[src/rtl/tdm_pkg.sv]
// Shared types and constants for the 4-channel TDM merger.
// The channel index doubles as the routing tag on the merged stream.
package tdm_pkg;

  localparam int CH_IDX_W = 2;
  localparam int NCH      = 4;

  typedef enum logic {
    EMPTY = 1'b0,
    FULL  = 1'b1
  } state_t;

endpackage

[src/rtl/rr_arbiter4.sv]
// Combinational round-robin arbiter over four requesters.
// Search starts at ptr and wraps; en gates the one-hot grant only.
module rr_arbiter4
  import tdm_pkg::*;
(
  input  logic [NCH-1:0]      req,
  input  logic [CH_IDX_W-1:0] ptr,
  input  logic                en,
  output logic [NCH-1:0]      gnt,
  output logic [CH_IDX_W-1:0] gnt_idx
);

  logic                w_hit;
  logic [CH_IDX_W-1:0] w_idx;

  always_comb begin
    w_hit   = 1'b0;
    w_idx   = ptr;
    gnt_idx = ptr;
    for (int k = 0; k < NCH; k++) begin
      w_idx = ptr + CH_IDX_W'(k);
      if (!w_hit && req[w_idx]) begin
        w_hit   = 1'b1;
        gnt_idx = w_idx;
      end
    end
  end

  assign gnt = (en && w_hit) ? (NCH'(1) << gnt_idx) : '0;

endmodule

[src/rtl/tdm_mux_4to1.sv]
// Merges four valid/ready channels into one registered stream,
// tagging each word with its source channel index.
module tdm_mux_4to1
  import tdm_pkg::*;
#(
  parameter int WIDTH = 3,
  parameter int NCH   = 4
) (
  input  logic                clk,
  input  logic                rst_n,
  input  logic [3:0]          in_valid,
  input  logic [WIDTH-1:0]    in_data0,
  input  logic [WIDTH-1:0]    in_data1,
  input  logic [WIDTH-1:0]    in_data2,
  input  logic [WIDTH-1:0]    in_data3,
  output logic [3:0]          in_ready,
  output logic                out_valid,
  input  logic                out_ready,
  output logic [WIDTH-1:0]    out_data,
  output logic [CH_IDX_W-1:0] out_sel
);

  if (NCH != tdm_pkg::NCH) begin : g_bad_nch
    $error("tdm_mux_4to1: NCH must be 4");
  end

  state_t              r_state;
  logic [CH_IDX_W-1:0] r_ptr;
  logic [WIDTH-1:0]    r_data;
  logic [CH_IDX_W-1:0] r_sel;

  logic                w_can_load;
  logic [3:0]          w_gnt;
  logic [CH_IDX_W-1:0] w_gidx;
  logic                w_accept;
  logic [WIDTH-1:0]    w_din [4];

  assign w_din[0] = in_data0;
  assign w_din[1] = in_data1;
  assign w_din[2] = in_data2;
  assign w_din[3] = in_data3;

  // A slot frees up either when empty or when the held word leaves now
  assign w_can_load = (r_state == EMPTY) || out_ready;

  rr_arbiter4 u_arb (
    .req     (in_valid),
    .ptr     (r_ptr),
    .en      (w_can_load),
    .gnt     (w_gnt),
    .gnt_idx (w_gidx)
  );

  assign in_ready = w_gnt;
  assign w_accept = |(in_valid & w_gnt);

  always_ff @(posedge clk or negedge rst_n) begin
    if (!rst_n) begin
      r_state <= EMPTY;
      r_ptr   <= '0;
      r_data  <= '0;
      r_sel   <= '0;
    end else if (w_accept) begin
      r_state <= FULL;
      r_data  <= w_din[w_gidx];
      r_sel   <= w_gidx;
      r_ptr   <= w_gidx + CH_IDX_W'(1);
    end else if (r_state == FULL && out_ready) begin
      r_state <= EMPTY;
    end
  end

  assign out_valid = (r_state == FULL);
  assign out_data  = r_data;
  assign out_sel   = r_sel;

endmodule
[config.mk]
export PLATFORM = sky130hd
export DESIGN_NAME = tdm_mux_4to1
export DESIGN_NICKNAME = d
export VERILOG_FILES = /design/src/rtl/tdm_pkg.sv /design/src/rtl/rr_arbiter4.sv /design/src/rtl/tdm_mux_4to1.sv
export SDC_FILE = /design/constraint.sdc
export NUM_CORES = 1
export LEC_CHECK = 0
export CORE_MARGIN = 10
export CORE_UTILIZATION = 40
export CTS_CLUSTER_SIZE = 12
export DETAILED_ROUTE_END_ITERATION = 10
export PLACE_DENSITY = 0.91
export SLEW_MARGIN = 0
export SYNTH_ARGS = -nofsm -noshare
export SYNTH_HDL_FRONTEND = slang
export SYNTH_SLANG_ARGS = --single-unit
[constraint.sdc]
create_clock -name clk -period 5.1 [get_ports clk]
set_input_delay 1.02 -clock clk [delete_from_list [all_inputs] [get_ports clk]]
set_output_delay 1.02 -clock clk [all_outputs]
set_load 0.02 [all_outputs]
[Yosys cells after proc, flatten, opt, wreduce, memory -nomap -nowiden]
Cells that the tools add are included.
Word-level totals
  input bits: 19
  register bits: 8
Cells by class
  bitwise logic cells: 3
  add/sub/neg operators: 4
  shift operators: 1
  order comparisons: 5
  multiplexer cells: 21
  reduce and logical (&&, ||, !) cells: 11
Operators with widths (number)
  $lt 2x3->1 const B: 4
  $mux 1: 10
  $bmux 1 s2: 4
  $bmux 3 s2: 1
  $mux 2: 3
  $mux 3: 2
  $logic_and 1x1->1: 5
  $add 2x1->2 const B: 2
  $add 2x2->2 const B: 2
  $and 4x4->4: 1
  $mux 4: 1
  $reduce_or 4->1: 1
  $shl 1x2->4 const A: 1
  $ge 3x3->1 const B: 1
  $logic_not 1->1: 3
  $not 2->3: 1
  $reduce_bool 2->1: 1
  $logic_or 1x1->1: 1
  $not 1->1: 1

[Logic depth before layout (Yosys ltp)]
  depth after elaboration: 17
  mapped depth: 6
  gate-level depth less buffers: 5

[Modules after synthesis]
A second synthesis with hierarchy kept.
Unflattened totals
  cells, all modules: 47
  area total of the unflattened synthesis: 574.3 um2
Modules (own cells, without submodules)
  tdm_mux_4to1: area each 399.1 um2, seq. area each 200.2 um2, instances 1, cells each 26
  rr_arbiter4: area each 175.2 um2, seq. area each 0.0 um2, instances 1, cells each 21

[Worst setup path after synthesis]
No wires, ideal clock.
  path type: input to output
  start: input port in_valid[1]
  end: output port in_ready[3]
  cell stages on the path: 5
  slack: 1.766 ns
  path buffers: 1
  arrival time: 2.314 ns
  cells stage by stage: buf_2 -> nor4_1 -> a21oi_1 -> o2111ai_1 -> nor3_1
Between the ends
  word-level cells in the longest chain between the ends: 14
  elaborated cells on any way between the ends: 24
  those cells by class: 1 x shift; 16 x mux; 7 x reduce/logical
RTL lines
  start: declaration: line tdm_mux_4to1.sv:11  | input logic [3:0] in_valid,
  $bmux 1 s2: line rr_arbiter4.sv:22  | if (!w_hit && req[w_idx]) begin
  $mux 1 (implied by the code): line rr_arbiter4.sv:22
  $mux 1: line rr_arbiter4.sv:22
  $logic_not 1->1: line rr_arbiter4.sv:22
  $logic_and 1x1->1: line rr_arbiter4.sv:22
  $mux 1: line rr_arbiter4.sv:22
  $logic_not 1->1: line rr_arbiter4.sv:22
  $logic_and 1x1->1: line rr_arbiter4.sv:22
  $mux 1: line rr_arbiter4.sv:22
  $logic_not 1->1: line rr_arbiter4.sv:22
  $logic_and 1x1->1: line rr_arbiter4.sv:22
  $mux 2 or $mux 1 (tied branches): line rr_arbiter4.sv:22
  $shl 1x2->4 or $logic_and 1x1->1 (tied branches): line rr_arbiter4.sv:29  | assign gnt = (en && w_hit) ? (NCH'(1) << gnt_idx) : '0;
  $mux 4 *: line rr_arbiter4.sv:29
  end: declaration: line tdm_mux_4to1.sv:16  | output logic [3:0] in_ready,
Every way passes the cells marked *; elsewhere a longest branch is shown, timed or not. The select of a mux whose other input is x is not followed.

[Final worst setup path]
  start: input port in_valid[1]
  end: output port in_ready[1]
The elaborated chain is that of the path after synthesis.

==> Flow_metrics.wiki <==
{| class="wikitable"
! Metric !! Value
|-
| Outcome || completed
|-
| Min-delay worst type || register to register
|-
| Number of flops mapped to enable cells by yosys || 0
|-
| Antenna violations before repair || 0
|-
| Maxcap violations || 0
|-
| Die width || roughly 57 um
|-
| Synthesized Nets || just over 80
|-
| Clock latency on the worst-skew pair || 240 ps
|-
| 1st-iter DRT viols || 10
|-
| Maximum level of the CTS H-tree || 1
|-
| First-pass GRT wire length || 2.68 mm
|-
| Count of placed standard cells including taps || between 100 and 150
|-
| Routability cong. || just under 0.8
|-
| Total area of multi-input combinational cells || roughly 350 um^2
|-
| Largest driver fanout on the critical path || 8
|-
| Total of hold buffers inserted after clock tree synthesis || 0
|-
| Internal Power || roughly 0.00021 W
|-
| Starting density of the core || 42.8%
|-
| Final Hold Fails || 0
|-
| Count of TritonRoute iterations in the first routing pass || 5
|-
| Post-synth top area share || 36.0%
|-
| Unrepaired setup endpoints after global routing || false
|-
| Total number of nets in the final design || roughly 110
|-
| Peak ir drop on the vdd network || 0.000260 V
|-
| Total die area || around 3300 um^2
|-
| Pin count of the biggest net entering global routing || 9
|-
| Crit end category || primary output
|-
| Half-perimeter wire length of the detailed placement result || roughly 1.4 mm
|-
| Share of synthesized area occupied by flip-flops and latches || between 30% and 40%
|-
| Vias per cell || 5.44
|-
| Post-route clock skew || ~2.2 ps
|-
| Total via count after detailed routing || slightly below 600
|-
| Netlist area before placement || between 500 and 600 um^2
|-
| Net load switching power || between 0.0001 and 0.00015 W
|-
| Clock-pin slew on the worst setup and hold paths || 50 ps
|-
| Maximum clock insertion buffer count || 2
|-
| Summed negative setup slack over all endpoints || 0 ps
|-
| Worst Path Required || between 4000 and 5000 ps
|-
| Post-detailed-route count of antenna-violating nets || 0
|-
| Port bufs || 28
|-
| Sink count of the clock tree || 8
|-
| Inserted Clock Buffers || 3
|-
| Static Leakage || about 0.35 nW
|-
| Unique masters post-synth || 27
|-
| Primary FF master, synth || dfrtp_1
|-
| Area growth from synthesis to final layout || 56.9%
|-
| Number of placement rows || 13
|-
| Clock tree root driver cell || clkbuf_4
|-
| Slew at the pin closest to its max-slew limit || ~580 ps
|-
| Top cell type by total area after synthesis || dfrtp_1
|-
| Final routed DRC violation total || 0
|-
| Number of filler instances in the final layout || about 110
|-
| Total congestion overflow || 0
|-
| Antenna cells || 0
|-
| Sequential cell area || about 200 um^2
|-
| Clock network power share || 12.9%
|-
| Fin crit share || a little under nine tenths
|-
| Fraction of layout cells with a size suffix above 1 || around 7.5%
|-
| Routed wire per std cell || about 16 um
|-
| Setup CP Type || input pin to primary output
|-
| Number of top-level pins || 29
|-
| Area of the placeable core || approximately 1300 um^2
|-
| Max transition margin || around 61%
|-
| Final non-filler cell total || approximately 110
|-
| Top cells by area, synth || dfrtp_1 (36%), nand2_1 (7.4%), mux2_1 (6.1%), a221o_1 (5.4%), a21oi_1 (4.5%)
|-
| Arrival time of data at the critical path endpoint || between 3000 and 4000 ps
|-
| Count of pins over their slew limit || 0
|-
| Power density over cell area || between 300 and 400 nW/um^2
|-
| Setup Buffers After CTS || 0
|-
| Area of all placed cells without fillers || 873 um^2
|-
| Synthesized area per cell || 8.84 um^2
|-
| Post-detailed-routing wire length || about 1.8 mm
|-
| CTS tree || built
|-
| Ys Warns || 0
|-
| Post-Place Cell Area || roughly 850 um^2
|-
| Global-route total usage across every layer || 9.87%
|-
| Final count of negative-setup-slack endpoints || 0
|-
| Flop and latch count out of synthesis || 8
|-
| Height of the die || 57.3 um
|-
| Number of global-route vias before repair || between 600 and 700
|-
| Clock period minus final worst setup slack || ~4400 ps
|-
| Part of the power in combinational logic || between 50% and 60%
|-
| Startpoint type of the worst setup path || input pin
|-
| Sequential group share of total power || 30.8%
|-
| Resize count post-CTS || 0
|-
| Peak Freq || approximately 230 MHz
|-
| Syn Inst Count || 63
|-
| Switching share of power || roughly 40%
|-
| Ys async rst share || between 90% and 100%
|}
[flip-flops by register name, summed over array words and instances, names as in the netlist]
register	flops
out_data	3
out_sel	2
out_valid	1
r_ptr	2
[power by group through the flow]
stage	clock [W]	sequential [W]	combinational, W
after floorplan	0	0.000120	0.0000945
final	0.0000442	0.000105	0.000192
after global placement	0	0.000104	0.000189
after detailed placement	0	0.000104	0.000192
after global routing	0.0000500	0.000107	0.000208
after CTS	0.0000457	0.000104	0.000194
[worst max-delay path, stage by stage]
cell	delay, ps
clkdlybuf4s50_1	650
nor4_1	140
a21oi_1	300
o2111ai_1	360
nor2_1	230
clkdlybuf4s50_1	640
[cells in the mapped netlist (2+ instances only)]
master / instances
nor2_1: 3
nor3_1: 2
mux2_1: 3
nand3_1: 3
o21ai_0: 5
a21oi_1: 5
a221o_1: 3
dfrtp_1: 8
nand2_1: 11
nor2b_1: 3
[placed cells by master, fill, tap and decap left out, types with 2 or more instances in the layout]
| cell | Yosys | final |
|---|---|---|
| o21ai_0 | 5 | 5 |
| clkbuf_4 | 0 | 3 |
| nor2_1 | 3 | 3 |
| dfrtp_1 | 8 | 8 |
| a221o_1 | 3 | 3 |
| nor3_1 | 2 | 2 |
| nand2_1 | 11 | 11 |
| a21oi_1 | 5 | 5 |
| nor2b_1 | 3 | 3 |
| nand3_1 | 3 | 3 |
| mux2_1 | 3 | 3 |
| clkdlybuf4s50_1 | 0 | 28 |
[final cells by class]
| type | count | share of cell area, % |
|---|---|---|
| multi-input cells | 53 | 39.8 |
| clock buffers | 3 | 2.58 |
| flip-flops and latches | 8 | 22.9 |
| repair buffers | 28 | 32.1 |
| well taps | 15 | 2.15 |
| inverters | 1 | 0.430 |
[per-layer routing]
metal	up-vias	wire, um	global-route usage, %
li1	300	-	-
met1	265	681	10.5
met2	21	909	17.1
met3	2	142	3.54
met4	0	21	4.36
met5	-	0	0
[through the flow]
step                setup WS, ps  power (W)  hold WS [ps]  utilization (%)
floorplan                   1770   0.000215           530                -
global placement             831   0.000293           471             65.4
detailed placement           711   0.000296           473             65.4
CTS                          700   0.000344           494             67.1
global route                 485   0.000365           533             67.1
finish                       721   0.000342           493             67.1
[cells by family after synthesis]
| logic type | share of synthesized area [%] |
|---|---|
| simple gates | 30.6 |
| xor+xnor | 1.57 |
| mux | 6.07 |
| compound gates | 24.3 |
| flops | 36.0 |
| buf+inv | 1.57 |
[final timing paths]
path / from / endpoint / slack (ps) / cells after the start
min in group asynchronous: rst_n / out_sel[1]$_DFFE_PN0P_ / 1040 / 1
worst max-delay path: in_valid[1] / in_ready[1] / 720 / 6
worst max register to register: r_ptr[1]$_DFFE_PN0P_ / out_data[0]$_DFFE_PN0P_ / 2980 / 5
max in group asynchronous: rst_n / out_sel[0]$_DFFE_PN0P_ / 3820 / 1
worst min register to register: out_sel[0]$_DFFE_PN0P_ / out_sel[0]$_DFFE_PN0P_ / 490 / 2
worst min-delay path: out_sel[0]$_DFFE_PN0P_ / out_sel[0]$_DFFE_PN0P_ / 490 / 2
Power figures use the tool's default switching activity.
